--- src/rtl/regfile_pkg.sv ---
// rtl/regfile_pkg.sv - shared defaults for the scoreboarded register file
package regfile_pkg;
    localparam int DEF_DATA_W = 32;
    localparam int DEF_ADDR_W = 5;
    localparam int DEF_NUM_RD = 2;
    localparam int ZERO_REG   = 0;
endpackage

--- src/rtl/regfile_scoreboard.sv ---
// rtl/regfile_scoreboard.sv - busy-bit tracking, busy count and stray writeback flag
module regfile_scoreboard
    import regfile_pkg::*;
#(
    parameter int ADDR_W = DEF_ADDR_W,
    parameter int NUM_RD = DEF_NUM_RD
) (
    input  logic                     clk,
    input  logic                     rst_n,
    input  logic                     wr_en,
    input  logic [ADDR_W-1:0]        wr_addr,
    input  logic                     iss_en,
    input  logic [ADDR_W-1:0]        iss_addr,
    input  logic                     flush,
    input  logic [NUM_RD*ADDR_W-1:0] rd_addr,
    output logic [NUM_RD-1:0]        rd_busy,
    output logic [ADDR_W:0]          busy_cnt,
    output logic                     stray_wb
);
    localparam int DEPTH = 1 << ADDR_W;
    localparam logic [ADDR_W-1:0] ZERO_ADDR = ADDR_W'(ZERO_REG);

    logic [DEPTH-1:0] busy;
    logic [DEPTH-1:0] busy_nxt;
    logic [ADDR_W:0]  cnt_nxt;
    logic             wr_hit;
    logic             iss_hit;

    assign wr_hit  = rst_n && wr_en && (wr_addr != ZERO_ADDR);
    assign iss_hit = rst_n && iss_en && !flush && (iss_addr != ZERO_ADDR);

    // Issue is applied after writeback so it wins on the same register.
    always_comb begin
        busy_nxt = busy;
        if (wr_hit)
            busy_nxt[wr_addr] = 1'b0;
        if (iss_hit)
            busy_nxt[iss_addr] = 1'b1;
        if (flush)
            busy_nxt = '0;
        busy_nxt[0] = 1'b0;
    end

    always_comb begin
        cnt_nxt = '0;
        for (int i = 0; i < DEPTH; i++)
            cnt_nxt = cnt_nxt + (ADDR_W+1)'(busy_nxt[i]);
    end

    always_ff @(posedge clk) begin
        if (!rst_n) begin
            busy     <= '0;
            busy_cnt <= '0;
            stray_wb <= 1'b0;
        end else begin
            busy     <= busy_nxt;
            busy_cnt <= cnt_nxt;
            if (wr_hit && !busy[wr_addr])
                stray_wb <= 1'b1;
        end
    end

    for (genvar k = 0; k < NUM_RD; k++) begin : g_busy
        logic [ADDR_W-1:0] a;
        assign a = rd_addr[k*ADDR_W +: ADDR_W];
        assign rd_busy[k] = busy[a] &&
                            !(wr_hit && (wr_addr == a) && !(iss_hit && (iss_addr == a)));
    end
endmodule

--- src/rtl/regfile_sb.sv ---
// rtl/regfile_sb.sv - multi-port register file with write-through bypass and scoreboard
module regfile_sb
    import regfile_pkg::*;
#(
    parameter int DATA_W = DEF_DATA_W,
    parameter int ADDR_W = DEF_ADDR_W,
    parameter int NUM_RD = DEF_NUM_RD
) (
    input  logic                     clk,
    input  logic                     rst_n,
    input  logic [NUM_RD*ADDR_W-1:0] rd_addr,
    output logic [NUM_RD*DATA_W-1:0] rd_data,
    output logic [NUM_RD-1:0]        rd_busy,
    input  logic                     wr_en,
    input  logic [ADDR_W-1:0]        wr_addr,
    input  logic [DATA_W-1:0]        wr_data,
    input  logic                     iss_en,
    input  logic [ADDR_W-1:0]        iss_addr,
    input  logic                     flush,
    output logic [ADDR_W:0]          busy_cnt,
    output logic                     stray_wb
);
    localparam int DEPTH = 1 << ADDR_W;
    localparam logic [ADDR_W-1:0] ZERO_ADDR = ADDR_W'(ZERO_REG);

    logic [DATA_W-1:0] mem [DEPTH];
    logic              wr_ok;

    // Writes are ignored while in reset, so the bypass is gated the same way.
    assign wr_ok = rst_n && wr_en && (wr_addr != ZERO_ADDR);

    always_ff @(posedge clk) begin
        if (!rst_n) begin
            for (int i = 0; i < DEPTH; i++)
                mem[i] <= '0;
        end else if (wr_ok) begin
            mem[wr_addr] <= wr_data;
        end
    end

    for (genvar k = 0; k < NUM_RD; k++) begin : g_rd
        logic [ADDR_W-1:0] a;
        assign a = rd_addr[k*ADDR_W +: ADDR_W];
        assign rd_data[k*DATA_W +: DATA_W] = (a == ZERO_ADDR)             ? '0 :
                                             (wr_ok && (wr_addr == a))    ? wr_data :
                                                                            mem[a];
    end

    regfile_scoreboard #(
        .ADDR_W (ADDR_W),
        .NUM_RD (NUM_RD)
    ) u_sb (
        .clk      (clk),
        .rst_n    (rst_n),
        .wr_en    (wr_en),
        .wr_addr  (wr_addr),
        .iss_en   (iss_en),
        .iss_addr (iss_addr),
        .flush    (flush),
        .rd_addr  (rd_addr),
        .rd_busy  (rd_busy),
        .busy_cnt (busy_cnt),
        .stray_wb (stray_wb)
    );
endmodule

--- config.mk ---
export PLATFORM = sky130hd
export DESIGN_NAME = regfile_sb
export DESIGN_NICKNAME = d
export VERILOG_FILES = /design/src/rtl/regfile_pkg.sv /design/src/rtl/regfile_scoreboard.sv /design/src/rtl/regfile_sb.sv
export SDC_FILE = /design/constraint.sdc
export NUM_CORES = 2
export LEC_CHECK = 0
export BUFFER_PORTS_ARGS = -buffer_cell sky130_fd_sc_hd__buf_2
export CORE_ASPECT_RATIO = 1.1
export CORE_MARGIN = 1.5
export CORE_UTILIZATION = 40
export CTS_CLUSTER_SIZE = 16
export DETAILED_ROUTE_END_ITERATION = 16
export PLACE_DENSITY_LB_ADDON = 0.2
export SKIP_CTS_REPAIR_TIMING = 1
export SLEW_MARGIN = 20
export SYNTH_ARGS = -nofsm -noshare
export SYNTH_HDL_FRONTEND = slang
export SYNTH_SLANG_ARGS = --single-unit
--- constraint.sdc ---
create_clock -name clk -period 9.53 [get_ports clk]
set_input_delay 1.4295 -clock clk [delete_from_list [all_inputs] [get_ports clk]]
set_output_delay 1.4295 -clock clk [all_outputs]
set_load 0.05 [all_outputs]
* Word-level counts from Yosys, hierarchy flattened *
Memory sizes are Yosys's and may differ from the RTL's.
Cells that the tools add are included.

storage, ports and cells
  bits in registers = 39
  RAM bits = 1,024
  input bits = 57
  output and inout port bits = 73
  logic and storage cells = 99
  memories = 1

memories
  memory  words  width  read ports  clocked after Yosys merged registers in  write ports  RTL line          source
  mem     32     32     2           0                                        32           regfile_sb.sv:26  logic [DATA_W-1:0] mem [DEPTH];

operators by class
  add/subtract/negate cells = 30
  order comparisons = 6
  eq/ne operators = 4
  multiplexer cells = 24
  bitwise gates (word level) = 3
  reductions and logical operators = 27

operator list
  kind                                                               number
  two-way mux 32 bit                                                 8
  adder 6 x 1 -> 6 bit                                               29
  AND 32 bit                                                         1
  NOT 32 bit                                                         1
  OR 32 bit                                                          1
  OR reduction 32 bit                                                1
  < comparator 5 x 6 -> 1 bit, second input constant                 4
  == test 5 bit                                                      4
  logical AND 1 bit                                                  16
  binary-select mux 1 bit (select 5 bit)                             3
  demux 1 bit (select 5 bit)                                         2
  greater-or-equal comparator 5 x 1 -> 1 bit, second input constant  2
  logical NOT 5 bit                                                  2
  two-way mux 1 bit                                                  10
  nonzero test 5 bit                                                 2
  logical NOT 1 bit                                                  6
  two-way mux 5 bit                                                  1
  adder 1 x 1 -> 2 bit                                               1

* Longest topological paths before layout *
  depth in word-level cells = 40
  mapped depth = 24

* Hierarchy *
Synthesis repeated with hierarchy kept, for this count alone.

second synthesis, totals
  cells, all modules = 4,426
  area, all modules = 59,632.2 sq um

modules (own cells, without submodules)
  module              instances  cells each  area each (sq um)  sequential area each (sq um)
  regfile_sb          1          4,015       55,939.9           30,749.5
  regfile_scoreboard  1          411         3,692.3            760.7

* Worst setup path after synthesis *
OpenSTA, ideal clock, no wires.

  path kind = input to register
  from = input rst_n
  to = register u_sb.busy_cnt[4]
  library setup time = 0.147 ns
  arrival time = 7.448 ns
  data required time = 9.383 ns
  path slack = 1.935 ns
  cell stages on the path = 22
  buffers on the path = 1
  cells stage by stage = buf_2 clkinv_1 nor2_1 nand2_1 nor3_1 a22oi_1 or2_2 fa_1 fa_1 fa_1 fa_1 fa_1 inv_1 fa_1 ha_1 inv_1 fa_1 inv_1 a21o_1 a21oi_1 xor2_1 nor2_1

on the way
  longest elaborated chain between the ends = 36

RTL lines
  what                                 RTL line                  source
  start, declared                      regfile_sb.sv:10          input logic rst_n,
  logical AND 1 bit (2 in series)      regfile_scoreboard.sv:29  assign wr_hit = rst_n && wr_en && (wr_addr != ZERO_ADDR);
  two-way mux 32 bit                   regfile_scoreboard.sv:35  if (wr_hit)
  OR 32 bit (no source line)           n/a
  two-way mux 32 bit                   regfile_scoreboard.sv:37  if (iss_hit)
  two-way mux 32 bit                   regfile_scoreboard.sv:39  if (flush)
  adder 1 x 1 -> 2 bit                 regfile_scoreboard.sv:47  cnt_nxt = cnt_nxt + (ADDR_W+1)'(busy_nxt[i]);
  adder 6 x 1 -> 6 bit (29 in series)  regfile_scoreboard.sv:47
  end signal, assigned                 regfile_scoreboard.sv:57  busy_cnt <= cnt_nxt;
  end, declared                        regfile_scoreboard.sv:17  output logic [ADDR_W:0] busy_cnt,

Several ways; a longest one is shown, not always the timed one.
A chain may end at the register's enable or synchronous reset.

* Final worst setup path *
  from = input rst_n
  to = register u_sb.busy_cnt[4]

RTL lines
  what                                  RTL line                  source
  logical AND 1 bit (2 in series)       regfile_scoreboard.sv:29
  two-way mux 32 bit                    regfile_scoreboard.sv:35
  OR 32 bit (no source line)            n/a
  two-way mux 32 bit *                  regfile_scoreboard.sv:37
  two-way mux 32 bit *                  regfile_scoreboard.sv:39
  net u_sb.busy_nxt[26]                 regfile_scoreboard.sv:24  logic [DEPTH-1:0] busy_nxt;
  adder 6 x 1 -> 6 bit * (6 in series)  regfile_scoreboard.sv:47

The timed path passes the listed nets; every way through them passes the cells marked *.

==> run metrics <==
Worst Path Arrival=~8000 ps; min Tclk post-route=7140 ps; Least-Margin Pin Slew=1250 ps; asr flop ratio synth=0; CTS sink cnt=roughly 1100; DRT Pass-1 Iters=6; All-Layer GR Usage=0.312; Setup Skew=approximately 14 ps; Lkg Pwr=25.8 nW; Worst-path clk slew=60 ps; Yosys reg bits=1062; DRT iter0 DRCs=between 6000 and 7000; H-tree depth=3; vias in the first global route=42200; worst-case reg-to-reg path depth=19; GRT overflow=0; R2R Path End=u_sb.busy_cnt[4]$_SDFF_PN0_; # port buffers=about 130; post-route design area=around 65000 um^2; Fin. Hold Viols=0; PD cells=177 nW/um^2; ys flop type=edfxtp_1; post-layout util=0.440; CTS tree=built; yosys warns=0; number of distinct library cells after synthesis=67; layout cells sized above 1=0.211; Root Buffer=clkbuf_16; Layout area overhead=9.10%; antenna violations before repair=31; area share of the largest cell type after synthesis=0.515; Placer Congestion=0.873; Final nets=4400; critical path required time=between 10000 and 15000 ps; CP Max Fanout=about 80; most common cell in the netlist=edfxtp_1; CTS Buf Count=116; R2R Setup Slk=approximately 4300 ps; vias per std cell=6.84; Worst-Skew Late Latency=750 ps; setup TNS=0 ps; Reg-to-Reg Start=u_sb.busy[1]$_SDFF_PN0_; Worst setup EP type=register; DP Area=61600 um^2; post-route ant nets=0; Max Root-Sink Buffers=3; setup violators final=0; Die W=371 um; hold endpoint=u_sb.stray_wb$_SDFFE_PN0P_; Hold Crit Class=reg2reg; via count=43600; Core Area=148000 um^2; DRT Wirelength=241000 um; Pwr Total=11.5 mW; WL/cell=37.8 um; Synth Instances=~4500; maximum vdd drop=approximately 0.16 mV; Seq/Total Area, Yosys=0.528; Rows=148; Final Max Tran Viols=0; post-DP HPWL=133000 um; Remaining DRCs=0; Die Span Y=408 um; Avg Cell Area, Syn=13.3 um^2; largest net degree at the start of global routing=180; Commonest cells post-synth=edfxtp_1, and3_1, clkbuf_1, mux4_2, mux2i_1; Fmax=140 MHz; RSZ-0062 raised after global routing=false; global-route wire length before repair=334000 um; MaxCap Viol Count=0; status=complete, no violations; Cell Area, Synth=59700 um^2; hold-critical path depth=2; Starting Density=0.403; EDFF count, synth=~1000; HP Start=u_sb.stray_wb$_SDFFE_PN0P_; Slew HR=0.169; kind of critical path=in2reg; area of the die=~150000 um^2; io pins=130; Synth area leaders=edfxtp_1, mux4_2, and3_1; final period utilization=0.749; startpoint types=input pin; largest area contributor in the netlist=edfxtp_1
-- worst max-delay path, cell delays in order --
cell and delay [ps]:
buf_2 470, nand3_1 530, nor2_4 290, buf_4 670
nand2_1 250, a32oi_1 280, nor2_1 110, fa_1 560
inv_1 50, fa_1 530, fa_1 430, fa_1 500
inv_1 50, fa_1 480, ha_1 170, inv_1 70
fa_1 440, inv_1 70, a21o_1 110, a21oi_1 70
xor2_1 130, nor2_1 50
-- cell families after synthesis --
family | after synthesis | share of synthesized area
AND/OR/NAND/NOR | 1414 | 0.138
multiplexers | 754 | 0.203
other | 1 | 0.0000629
buffers and inverters | 606 | 0.0483
flip-flops | 1062 | 0.528
adder cells (fa/ha/maj) | 32 | 0.00961
AO/OA/AOI/OAI | 582 | 0.0695
XOR/XNOR | 22 | 0.00323
-- registers in the layout, indices dropped and copies added (netlist names) --
signal	count
u_sb.busy	31
u_sb.stray_wb	1
u_sb.busy_cnt	6
mem	1024
-- through the flow --
step,instances,setup slack [ps],hold WS (ps)
global placement,6143,1610,576
floorplan,4504,1940,476
CTS,6350,2440,585
detailed placement,6143,1680,579
global route,6352,1940,611
finish,6363,2390,579
-- final cells by class --
class / instances / area (um^2)
Clock inverter: 59 / 364
Tap cell: 1950 / 2440
Fill cell: 13200 / 82900
Multi-Input combinational cell: 2836 / 25700
Timing Repair Buffer: 259 / 1830
Clock buffer: 148 / 3060
Sequential cell: 1062 / 31500
Antenna cell: 13 / 32.5
Inverter: 36 / 135
-- cells in the final DEF (no fill, tap or decap), types with 25 or more instances in the layout --
cell type,n
dfxtp_1,38
a22oi_1,62
a2111oi_0,25
buf_4,120
a21oi_1,70
mux2_2,81
edfxtp_1,1024
nor2b_1,33
o21ai_0,74
mux2i_1,316
clkbuf_16,117
o22ai_1,85
buf_2,121
nand2_1,103
mux4_2,357
nor3_1,53
clkinv_1,29
inv_1,32
and3_1,993
clkbuf_1,29
nor2_1,93
a211oi_1,51
a221oi_1,72
nand2b_1,25
conb_1,32
-- per-layer routing --
layer,wire length [um],GRT usage,vias up
met5,166,0,-
met4,12400,0.150,18
met3,25500,0.0635,638
met1,93200,0.424,22600
li1,-,-,17400
met2,109000,0.478,2835
-- how the worst max path moves through the flow --
stage	start	end	slack (ps)	cells after the start
2_1_floorplan	rst_n	u_sb.busy_cnt[4]$_SDFF_PN0_	1940	22
3_3_place_gp	rst_n	u_sb.busy_cnt[4]$_SDFF_PN0_	1610	24
3_5_place_dp	rst_n	u_sb.busy_cnt[4]$_SDFF_PN0_	1680	24
4_1_cts	rst_n	u_sb.busy_cnt[4]$_SDFF_PN0_	2440	24
5_1_grt	rst_n	u_sb.busy_cnt[4]$_SDFF_PN0_	1940	24
6_report	rst_n	u_sb.busy_cnt[4]$_SDFF_PN0_	2390	22
-- where the power goes --
| group | internal (mW) | switching [mW] | total, mW | leakage [nW] |
|---|---|---|---|---|
| logic | 0.544 | 1.21 | 1.76 | 14.1 |
| clock network | 2.33 | 1.94 | 4.27 | 1.68 |
| registers | 5.37 | 0.121 | 5.49 | 10.1 |
No activity file was read; power rests on OpenSTA's default activity.
